File: config.mk
export PLATFORM = sky130hd
export DESIGN_NAME = piso_tx
export DESIGN_NICKNAME = d
export VERILOG_FILES = /design/src/rtl/piso_tx.sv
export SDC_FILE = /design/constraint.sdc
export NUM_CORES = 1
export LEC_CHECK = 0
export CORE_AREA = 2 2 39 41
export DETAILED_ROUTE_END_ITERATION = 7
export DIE_AREA = 0 0 41 43
export MAX_ROUTING_LAYER = met4
export PLACE_DENSITY_LB_ADDON = 0.12
export SLEW_MARGIN = 20
export SYNTH_ARGS = -nofsm -noshare
export SYNTH_HDL_FRONTEND = slang
export SYNTH_SLANG_ARGS = --single-unit
File: constraint.sdc
create_clock -name clk -period 3.5 [get_ports clk]
set_input_delay 0.7 -clock clk [delete_from_list [all_inputs] [get_ports clk]]
set_output_delay 0.7 -clock clk [all_outputs]
set_load 0.02 [all_outputs]
File: src/rtl/piso_tx.sv
// piso_tx: parallel-in, serial-out transmitter for the 4-bit serial shift link.
// Accepts a WIDTH-bit word over valid/ready and shifts it out MSB first, one bit
// per clock, with back-to-back words streamed without an idle gap.
// Optional feature macro: PISO_TX_PARITY_EN appends one even-parity bit per frame.
//
// Handshake: a word transfers on the rising edge where load_valid=1 and
// load_ready=1. data_in is sampled only at that edge. load_ready depends only on
// state_q/cnt_q (never on load_valid) and is high in IDLE and in the final frame
// bit cycle, so a waiting producer is held off without dropping or duplicating.
module piso_tx #(
  parameter int WIDTH = 4,
  parameter int CNT_W = $clog2(WIDTH)
) (
  input  logic             clk,
  input  logic             rst,
  input  logic [WIDTH-1:0] data_in,
  input  logic             load_valid,
  output logic             load_ready,
  output logic             sout,
  output logic             sout_valid,
  output logic             busy,
  output logic             done
);

  typedef enum logic [1:0] {
    ST_IDLE   = 2'd0,
    ST_SHIFT  = 2'd1,
    ST_PARITY = 2'd2
  } state_t;

  // state_q is the observable FSM state for checkers bound to this block.
  state_t             state_q, state_d;
  logic [WIDTH-1:0]   shift_q, shift_d;
  logic [CNT_W-1:0]   cnt_q, cnt_d;
  logic               last_data_bit;
  logic               accept;

`ifdef PISO_TX_PARITY_EN
  logic               parity_q, parity_d;
`endif

  assign last_data_bit = (state_q == ST_SHIFT) && (cnt_q == '0);
  assign accept        = load_valid && load_ready;

  // State and datapath registers; reset aborts any frame in progress.
  always_ff @(posedge clk or posedge rst) begin
    if (rst) begin
      state_q <= ST_IDLE;
      shift_q <= '0;
      cnt_q   <= '0;
    end else begin
      state_q <= state_d;
      shift_q <= shift_d;
      cnt_q   <= cnt_d;
    end
  end

`ifdef PISO_TX_PARITY_EN
  // Parity of the captured word, registered at the accepting edge.
  always_ff @(posedge clk or posedge rst) begin
    if (rst) begin
      parity_q <= 1'b0;
    end else begin
      parity_q <= parity_d;
    end
  end
`endif

  // Next-state logic: a transfer in the final bit cycle chains straight into SHIFT.
  always_comb begin
    state_d = state_q;
    case (state_q)
      ST_IDLE: begin
        if (accept) state_d = ST_SHIFT;
      end
      ST_SHIFT: begin
        if (cnt_q == '0) begin
`ifdef PISO_TX_PARITY_EN
          state_d = ST_PARITY;
`else
          state_d = accept ? ST_SHIFT : ST_IDLE;
`endif
        end
      end
`ifdef PISO_TX_PARITY_EN
      ST_PARITY: begin
        state_d = accept ? ST_SHIFT : ST_IDLE;
      end
`endif
      default: state_d = ST_IDLE;
    endcase
  end

  // Datapath: load on transfer, otherwise shift left while in SHIFT; the counter
  // holds at zero rather than wrapping.
  always_comb begin
    shift_d = shift_q;
    cnt_d   = cnt_q;
`ifdef PISO_TX_PARITY_EN
    parity_d = parity_q;
`endif
    if (accept) begin
      shift_d = data_in;
      cnt_d   = CNT_W'(WIDTH - 1);
`ifdef PISO_TX_PARITY_EN
      parity_d = ^data_in;
`endif
    end else if (state_q == ST_SHIFT) begin
      shift_d = {shift_q[WIDTH-2:0], 1'b0};
      if (cnt_q != '0) cnt_d = cnt_q - 1'b1;
    end
  end

  // Outputs decoded from state only; sout is forced low outside a frame.
  always_comb begin
    sout       = 1'b0;
    sout_valid = 1'b0;
    busy       = 1'b0;
    done       = 1'b0;
    load_ready = 1'b0;
    case (state_q)
      ST_IDLE: begin
        load_ready = 1'b1;
      end
      ST_SHIFT: begin
        sout       = shift_q[WIDTH-1];
        sout_valid = 1'b1;
        busy       = 1'b1;
`ifndef PISO_TX_PARITY_EN
        done       = last_data_bit;
        load_ready = last_data_bit;
`endif
      end
`ifdef PISO_TX_PARITY_EN
      ST_PARITY: begin
        sout       = parity_q;
        sout_valid = 1'b1;
        busy       = 1'b1;
        done       = 1'b1;
        load_ready = 1'b1;
      end
`endif
      default: begin
        load_ready = 1'b0;
      end
    endcase
  end

`ifdef PISO_TX_PARITY_EN
  // In the parity build the last data bit is an ordinary SHIFT cycle.
  logic unused_last;
  assign unused_last = last_data_bit;
`endif

endmodule

After elaboration in Yosys (flattened, before gate mapping)
Cells that the tools add are included.

word-level totals
  bits in registers = 8
  latch bits = 0
  RAM bits = 0
  bits in read-only memories = 0
  input port bits = 7
  logic and storage cells = 29
  memories kept = 0

cells by class
  add/sub/neg operators = 1
  multiply operators = 0
  div/mod/pow operators = 0
  $lt $le $gt $ge = 0
  eq/ne operators = 3
  shifts and indexed selects = 0
  multiplexer cells = 13
  bitwise gates (word level) = 0
  reductions and logical operators = 9

operators by type and width
  cell                   count
  $mux W2                5
  $mux W4                2
  $reduce_bool A2 Y1     3
  $logic_not A2 Y1       2
  $mux W1                4
  $pmux W2 S2            1
  $reduce_and A2 Y1      2
  $eq A2 B1 Y1 const B   1
  $logic_and A1 B1 Y1    2
  $ne A2 B1 Y1 const B   1
  $ne A2 B2 Y1 const B   1
  $pmux W1 S2            1
  $sub A2 B1 Y2 const B  1

Logic depth before layout (Yosys ltp)
Gate-level depths: netlist of run 1.

  word-level depth = 7
  mapped depth = 5
  mapped depth without buffers = 5

Worst setup path after synthesis of run 1
Ideal clock, no wire load.

  path kind = register to output
  from = reg state_q[0]
  to = out sout
  arrival time = 0.881 ns
  required time = 2.800 ns
  setup slack = 1.919 ns
  stages on the path, launching flop included = 3
  buffers on the path = 1
  cells stage by stage = dfrtp_1 > buf_4 > and2_1

between the ends
  word-level cells in the longest chain between the ends = 2

RTL lines
  item                    RTL line  source
  from (decl)             32        state_t state_q, state_d;
  from (signal assigned)  52        state_q <= state_d;
  $eq A2 B1 Y1            121       case (state_q)
  $mux W1                 121
  to (decl)               19        output logic sout,

No other way between the ends.

Worst setup path in the final report of run 1
  from = reg cnt_q[0]
  to = out load_ready

between the ends
  word-level cells in the longest chain between the ends = 3

RTL lines
  item                    RTL line  source
  from (decl)             34        logic [CNT_W-1:0] cnt_q, cnt_d;
  from (signal assigned)  54        cnt_q <= cnt_d;
  $logic_not A2 Y1        42        assign last_data_bit = (state_q == ST_SHIFT) && (cnt_q == '0);
  $logic_and A1 B1 Y1     42
  $pmux W1 S2             121
  to (decl)               18        output logic load_ready,

No other way between the ends.

==> run summary, run 1 <==
Status = complete, no violations
# H-tree levels = 1
Initial DRC count = 1
DIE WIDTH = 41 µm
Reg2reg path depth = 5
CP peak stage delay = 0.62 ns
Initial antenna violation count = 0
Final Cycle Share = 71.33%
Routability Congestion = 0.6451
Clock Skew = 0.001476 ns
Global-route usage over all layers = 10.90%
Total gr overflow = 0
Arr. time, crit path = 1.80 ns
Ordered list of cells on the worst path = inv_1, ha_1, nand2b_4, clkdlybuf4s50_1
Final WL = 749 µm
Startpoint Class = register
Fmax = 400.5 MHz
Vert. Die Dim = 43 µm
CP bufs+invs = 2
Largest net degree at the start of global routing = 13
Critical Path End Type = output port
Critical R2R Capture = cnt_q[0]
Unrepaired setup endpoints after global routing = false
TNS Setup = 0 ns
HP Class = register to register
Slew @ Worst Pin = 0.4345 ns
CTS tree = yes
Net Sw Frac = 37.52%
Hold Path Stages = 2
Filler cells = 140
Switching power = 164.1 µW
Clk sinks = 7
Post-DP HPWL = 562.9 µm
LEAKAGE = 0.2492 nW
Post-synthesis sequential area ratio = 43.61%
Util after Layout = 38.43%
Critical path depth = 4
Vias per cell = 4.615
I/O Buffers = 11
Hold_buf cts = 0
Area of the core = 1384 µm²
Wire length per cell = 11.52 µm
Int Power = 273.3 µW
Clock Power Share = 17.2%
Nets = 58
Site Rows = 14
Slowest cell on crit path = clkdlybuf4s50_1
Clock root buffer master = clkbuf_4
Ant diodes = 0
Worst Setup SP = cnt_q[0]
Max-slew headroom = 70.94%
Layout overhead on the synthesized area = 32.40%
Clk Latency, worst-skew pair = 0.25 ns
Critical path destination = load_ready
Synthesized instance count = 37
Flops & latches, synth = 7
Reg-to-Reg Start = cnt_q[0]
YS warnings = 0
Seq pwr share = 32.4%
MaxCap Viol Count = 0
Post_cts resized = 0
DRC viols = 0
WP data required = 2.80 ns
Final min period = 2.497 ns
Global-route wire length before repair = 1173 µm
Syn_area_per_cell = 10.86 µm²
Pins Over Slew Limit = 0
Post-Syn Area = 401.6 µm²
Yosys cell types = 16
Syn nets = 45
CTS Buffer Depth = 2
Post-route ant nets = 0
Largest delay share family, worst path = buffers and inverters
Post-CTS Setup Inserts = 0
Peak VDD IR = 297.5 µV
Final setup viols = 0
Layout cells sized above 1 = 20.41%
Vias in the first global route = 246
Initial Utilization = 29.02%
Logic pwr share = 50.4%
Reg2reg setup slack = 2.14 ns
Top Ports = 12
Crit Path Class = register to output port
Worst-path maximum fanout = 7
Via count = 300
Clk slew on worst S/H paths = 0.06 ns
TritonCTS Buffers = 3
Final Hold Vio Count = 0
DR pass1 iterations = 2
Die area = 1763 µm²
Power Density = 822.4 nW/µm²
area by class of cell:
| cell class | count | area [µm²] | area share [%] |
|---|---|---|---|
| Multi-Input combinational cell | 24 | 188.9 | 35.53 |
| Sequential cell | 7 | 175.2 | 32.94 |
| Timing Repair Buffer | 11 | 110.1 | 20.71 |
| Clock buffer | 4 | 26.28 | 4.941 |
| Tap cell | 16 | 20.02 | 3.765 |
| Inverter | 3 | 11.26 | 2.118 |
power groups by stage:
| stage | clock, mW | sequential, mW | combinational (mW) |
|---|---|---|---|
| floorplan | 0 | 0.134 | 0.160 |
| global placement | 0 | 0.143 | 0.214 |
| detailed placement | 0 | 0.143 | 0.222 |
| CTS | 0.0761 | 0.142 | 0.224 |
| global route | 0.0830 | 0.146 | 0.242 |
| finish | 0.0754 | 0.142 | 0.220 |
worst min-delay path by stage:
| stage | start | end |
|---|---|---|
| after floorplan | shift_q[0] | shift_q[1] |
| after global placement | shift_q[1] | shift_q[2] |
| after detailed placement | shift_q[0] | shift_q[1] |
| after CTS | shift_q[1] | shift_q[2] |
| after global routing | shift_q[1] | shift_q[2] |
| final | shift_q[0] | shift_q[1] |
worst min-delay path: cells and delay by family (launching register included):
family	cells	cell delay, ns
compound gates	2	0.13
flops	1	0.34
logic make-up (layout without fill, tap and decap cells):
kind of cell	Yosys count	in the layout	synth area share, %
AO/OA/AOI/OAI	9	9	12.15
AND/OR/NAND/NOR	9	9	18.07
flip-flops	7	7	43.61
buffers and inverters	6	18	9.344
multiplexers	5	5	13.71
adder cells (fa/ha/maj)	1	1	3.115
placed cells by master, fill, tap and decap left out, drive strengths merged:
master	count
nand3	1
inv	3
clkbuf	4
o21ai	6
a31oi	3
mux2	1
and3	3
and2	2
ha	1
clkdlybuf4s50	11
nand2b	2
nand2	1
dfrtp	7
mux2i	4
metrics by stage:
step	setup slack, ns	area (µm²)	instances	hold WS [ns]	total power, mW
2_1_floorplan	1.919	401.6	37	0.4666	0.2936
3_5_place_dp	1.269	505.5	61	0.4910	0.3657
5_1_grt	0.8946	531.8	65	0.5396	0.4715
6_report	1.003	531.8	65	0.5016	0.4373
3_3_place_gp	1.312	505.5	61	0.4870	0.3575
4_1_cts	0.9990	531.8	65	0.5094	0.4422
cell usage after synthesis:
master / number / area, µm²
mux2_4: 1 / 15.01
and2_2: 1 / 7.510
ha_1: 1 / 12.51
inv_1: 3 / 11.26
a31oi_1: 3 / 18.77
nand2_1: 1 / 3.750
nand2b_4: 2 / 27.53
and2_1: 1 / 6.260
buf_6: 1 / 11.26
buf_4: 2 / 15.01
and3_2: 3 / 22.52
o21ai_1: 2 / 10.01
mux2i_1: 4 / 40.04
nand3_1: 1 / 5.000
dfrtp_1: 7 / 175.2
o21ai_0: 4 / 20.02
routing by layer:
metal / up-vias / GRT usage, % / wire length (µm)
met2: 7 / 12.50 / 362
met3: 0 / 4.712 / 37
met4: 0 / 8.000 / 0
met1: 142 / 14.57 / 348
met5: - / - / 0
li1: 151 / - / -
sequential cells by signal (all words and copies together) (netlist names):
| name | flops |
|---|---|
| state_q | 1 |
| shift_q | 4 |
| cnt_q | 2 |
Power figures use the tool's default switching activity.
==> run 2: changes to the inputs <==
clock period = 2.21 ns   (was 3.5 ns; I/O delays follow)
==> run 2 against run 1 <==
Compared with the run above:
- sequential power is 58% higher
- routed wire length is 0.80% higher
- global-route usage stayed put
- count of clock-buffer cells in the layout stayed put
- highest routed layer unchanged
- first-iteration DRC count unchanged
- largest cell class unchanged
- core utilization up 0.27 points
==> run summary, run 2 (same netlist as run 1, synthesis figures left out) <==
Status = complete, no violations
Biggest regs = shift_q: 4 flops, cnt_q: 2 flops, state_q: 1 flops
Layout cells sized above 1 = 22.45%
Reg area = 175.2 µm²
Post-route ant nets = 0
Filler cells = 139
Ant diodes = 0
Initial DRC count = 1
Most frequent cells in the layout = clkdlybuf4s50_1 (9), dfrtp_1 (7), mux2i_1 (4), o21ai_0 (4)
DIE WIDTH = 41 µm
Vias per cell = 4.615
LEAKAGE = 0.2652 nW
Wire length per cell = 11.62 µm
Clk slew on worst S/H paths = 0.06 ns
CTS tree = yes
DR pass1 iterations = 2
Peak VDD IR = 430.7 µV
Total gr overflow = 0
Site Rows = 14
Crit Path Class = register to output port
Power Density = 1279 nW/µm²
Worst-path maximum fanout = 12
TNS Setup = 0 ns
I/O Buffers = 11
Global-route wire length before repair = 1173 µm
Final Hold Vio Count = 0
CTS Buffer Depth = 2
Max-slew headroom = 70.88%
Final Cycle Share = 91.71%
MaxCap Viol Count = 0
Arr. time, crit path = 1.58 ns
Clk Latency, worst-skew pair = 0.25 ns
Commonest non-fill, non-tap cell in the layout = clkdlybuf4s50_1
Fmax = 493.4 MHz
Pwr Total = 685.2 µW
HP Class = input pin to asynchronous set/reset pin
Final WL = 755 µm
Hold_buf cts = 0
Pins Over Slew Limit = 0
Startpoint Class = register
Final min period = 2.027 ns
DRC viols = 0
WP data required = 1.77 ns
Die area = 1763 µm²
Vert. Die Dim = 43 µm
Initial Utilization = 29.02%
Area of the core = 1384 µm²
Vias in the first global route = 246
Global-route usage over all layers = 10.90%
Routability Congestion = 0.6451
Clock root buffer master = clkbuf_4
Critical Path End Type = output port
Via count = 300
Number of flip-flops in the largest register = 4
Final setup viols = 0
Most flops, register = shift_q
Unrepaired setup endpoints after global routing = false
Area of the multi-input gates = 191.4 µm²
Ordered list of cells on the worst path = and2_1, clkdlybuf4s50_1
TritonCTS Buffers = 3
Layout overhead on the synthesized area = 33.33%
Nets = 58
# H-tree levels = 1
Initial antenna violation count = 0
Post-DP HPWL = 562.9 µm
CP peak stage delay = 0.59 ns
Largest net degree at the start of global routing = 13
Top Ports = 12
Clock Skew = 0.0005429 ns
Clk sinks = 7
Slowest cell on crit path = clkdlybuf4s50_1
Slew @ Worst Pin = 0.4354 ns
==> run 2: worst max-delay path: cells and delay by family (launching register included) <==
kind,cells,cell delay (ns)
DFF,1,0.56
buffers and inverters,1,0.59
and+or+nand+nor,1,0.18
==> run 2: worst paths after layout <==
check                                 from  slack, ns    endpoint  cells past startpoint
worst max-delay path            state_q[0]       0.18        sout                      2
worst min-delay path                   rst       0.43  shift_q[2]                      2
worst max register to register    cnt_q[0]       0.90    cnt_q[0]                      5
worst min register to register  shift_q[0]       0.50  shift_q[1]                      2
max in group asynchronous              rst       1.57  shift_q[3]                      2
min in group clk                shift_q[0]       0.50  shift_q[1]                      2
==> run 2: through the flow <==
| stage | hold slack (ns) | cell area (µm²) | worst slack [ns] | util, % | instances |
|---|---|---|---|---|---|
| floorplan | 0.2454 | 401.6 | 0.8873 | - | 37 |
| finish | 0.4318 | 535.5 | 0.1833 | 38.70 | 65 |
| CTS | 0.4460 | 530.5 | 0.01168 | 38.34 | 65 |
| global route | 0.4590 | 535.5 | 0.09219 | 38.70 | 65 |
| detailed placement | 0.4910 | 505.5 | 0.2366 | 36.53 | 61 |
| global placement | 0.4870 | 505.5 | 0.2798 | 36.53 | 61 |
==> run 2: report_power, final <==
group / total, mW / switching [mW] / internal [mW]
logic: 0.341 / 0.168 / 0.173
clock network: 0.120 / 0.0508 / 0.0692
registers: 0.224 / 0.0414 / 0.183
total: 0.685 / 0.260 / 0.425
==> run 2: routing by layer <==
layer,part of all wire [%],GRT usage [%],up-vias
met5,0,-,-
met4,0,8.000,0
met3,5.2,4.712,0
met2,48,12.50,7
met1,46,14.57,142
li1,-,-,151
==> run 2: timing repair <==
item,in CTS,in global routing
hold endpoints to repair,0,0
setup endpoints to repair,1,1
resized for setup,1,2
buffers inserted,0,0
==> run 2: area by class of cell <==
class                      instances  share of cell area, %
clock buffer                       4                  4.907
inverter                           3                  2.103
multi-input combinational         24                  35.75
sequential                         7                  32.71
tap                               16                  3.738
timing repair buffer              11                  20.79
==> run 3: changes to the inputs <==
CORE_AREA = unset   (was 2 2 39 41)
CORE_UTILIZATION = 25   (was unset)
DIE_AREA = unset   (was 0 0 41 43)
==> run 3 against run 2 <==
Compared with the run above:
- sequential cell count stayed put
- clock power hardly changed
- critical path depth stayed put
- clock skew is 0.0018 ns higher
- routed wire length is 1.7% higher
- largest power group unchanged
- global-route usage hardly changed
- setup slack worse by 0.010 ns
==> run summary, run 3 (same netlist as run 1, synthesis figures left out) <==
Status = complete, no violations
Initial DRC count = 0
Slew @ Worst Pin = 0.4584 ns
Clk Latency, worst-skew pair = 0.25 ns
Area of the core = 1506 µm²
Vias in the first global route = 305
TritonCTS Buffers = 3
Hold_buf cts = 0
# H-tree levels = 1
Site Rows = 14
Startpoint Class = register
Post-route ant nets = 0
Largest delay share family, worst path = buffers and inverters
Nets = 58
Fmax = 490.9 MHz
Via count = 297
Final setup viols = 0
Total gr overflow = 0
Vert. Die Dim = 42.08 µm
Clk sinks = 7
Wire length per cell = 11.82 µm
HP Class = input pin to asynchronous set/reset pin
Most flops, register = shift_q
Clk slew on worst S/H paths = 0.05 ns
Vias per cell = 4.569
Global-route usage over all layers = 10.93%
Critical path depth = 2
Max-slew headroom = 69.34%
CTS tree = yes
Initial antenna violation count = 0
Clock root buffer master = clkbuf_4
I/O Buffers = 11
Arr. time, crit path = 1.60 ns
Power Density = 1270 nW/µm²
Worst-path maximum fanout = 12
TNS Setup = 0 ns
Top Ports = 12
Crit Path Class = register to output port
CP peak stage delay = 0.59 ns
Fin cells = 65
Clock Skew = 0.002311 ns
Global-route wire length before repair = 1338 µm
LEAKAGE = 0.2652 nW
Routability Congestion = 0.6445
Largest net degree at the start of global routing = 13
Ant diodes = 0
Layout cells sized above 1 = 22.45%
Reg2reg path depth = 5
Unrepaired setup endpoints after global routing = false
Layout overhead on the synthesized area = 33.33%
Ordered list of cells on the worst path = and2_1, clkdlybuf4s50_1
CTS Buffer Depth = 2
Final Cycle Share = 92.18%
MaxCap Viol Count = 0
Post-DP HPWL = 574.4 µm
Most frequent cells in the layout = clkdlybuf4s50_1 (9), dfrtp_1 (7), mux2i_1 (4), o21ai_0 (4)
Commonest non-fill, non-tap cell in the layout = clkdlybuf4s50_1
Post-CTS Setup Inserts = 0
DR pass1 iterations = 1
Initial Utilization = 26.66%
Filler cells = 157
Final WL = 768 µm
Biggest regs = shift_q: 4 flops, cnt_q: 2 flops, state_q: 1 flops
Placed cell count = 61
Critical Path End Type = output port
Final min period = 2.037 ns
Final Hold Vio Count = 0
Peak VDD IR = 406.9 µV
CP bufs+invs = 1
WP data required = 1.77 ns
Die area = 1771 µm²
Slowest cell on crit path = clkdlybuf4s50_1
Number of flip-flops in the largest register = 4
Pins Over Slew Limit = 0
DIE WIDTH = 42.08 µm
DRC viols = 0
-- run 3: cell counts in the layout (fill, tap and decap cells not counted) --
No cell type changed its count.
-- run 3: worst paths after layout --
check / from / endpoint / slack [ns]
min in group clk: shift_q[1] / shift_q[2] / 0.51
worst min register to register: shift_q[1] / shift_q[2] / 0.51
worst max-delay path: state_q[0] / sout / 0.17
worst min-delay path: rst / shift_q[3] / 0.42
max in group asynchronous: rst / shift_q[1] / 1.57
worst max register to register: cnt_q[0] / cnt_q[0] / 0.94
-- run 3: metal layers --
| metal | vias up | part of all wire, % | track usage, % |
|---|---|---|---|
| met2 | 9 | 47 | 14.69 |
| met5 | - | 0 | - |
| li1 | 150 | - | - |
| met1 | 136 | 44 | 11.68 |
| met4 | 0 | 2.5 | 11.25 |
| met3 | 2 | 6.5 | 4.310 |
-- run 3: power by group --
part	total [mW]	internal [mW]	switching, mW	leakage (nW)
combinational	0.336	0.174	0.161	0.165
clock	0.118	0.0690	0.0490	0.0150
sequential	0.226	0.183	0.0432	0.0853
total	0.680	0.427	0.254	0.265
-- run 3: final cells by class --
class	count	area [µm²]	share of cell area (%)
multi-input combinational	24	191.4	35.75
sequential	7	175.2	32.71
timing repair buffer	11	111.4	20.79
clock buffer	4	26.28	4.907
tap	16	20.02	3.738
inverter	3	11.26	2.103
-- run 3: timing repair --
action / 4_1_cts / 5_1_grt
pin swaps: 0 / 0
endpoints found under the setup margin: 1 / 1
gates resized for setup: 1 / 2
-- run 3: metrics by stage --
stage	area (µm²)	total power, mW	hold WS (ns)	utilization [%]	worst slack, ns
CTS	530.5	0.6936	0.4164	35.22	0.02332
global route	535.5	0.7391	0.4425	35.55	0.06353
floorplan	401.6	0.4649	0.2454	-	0.8873
global placement	505.5	0.5655	0.4856	33.55	0.2879
finish	535.5	0.6802	0.4210	35.55	0.1729
detailed placement	505.5	0.5778	0.5103	33.55	0.2627
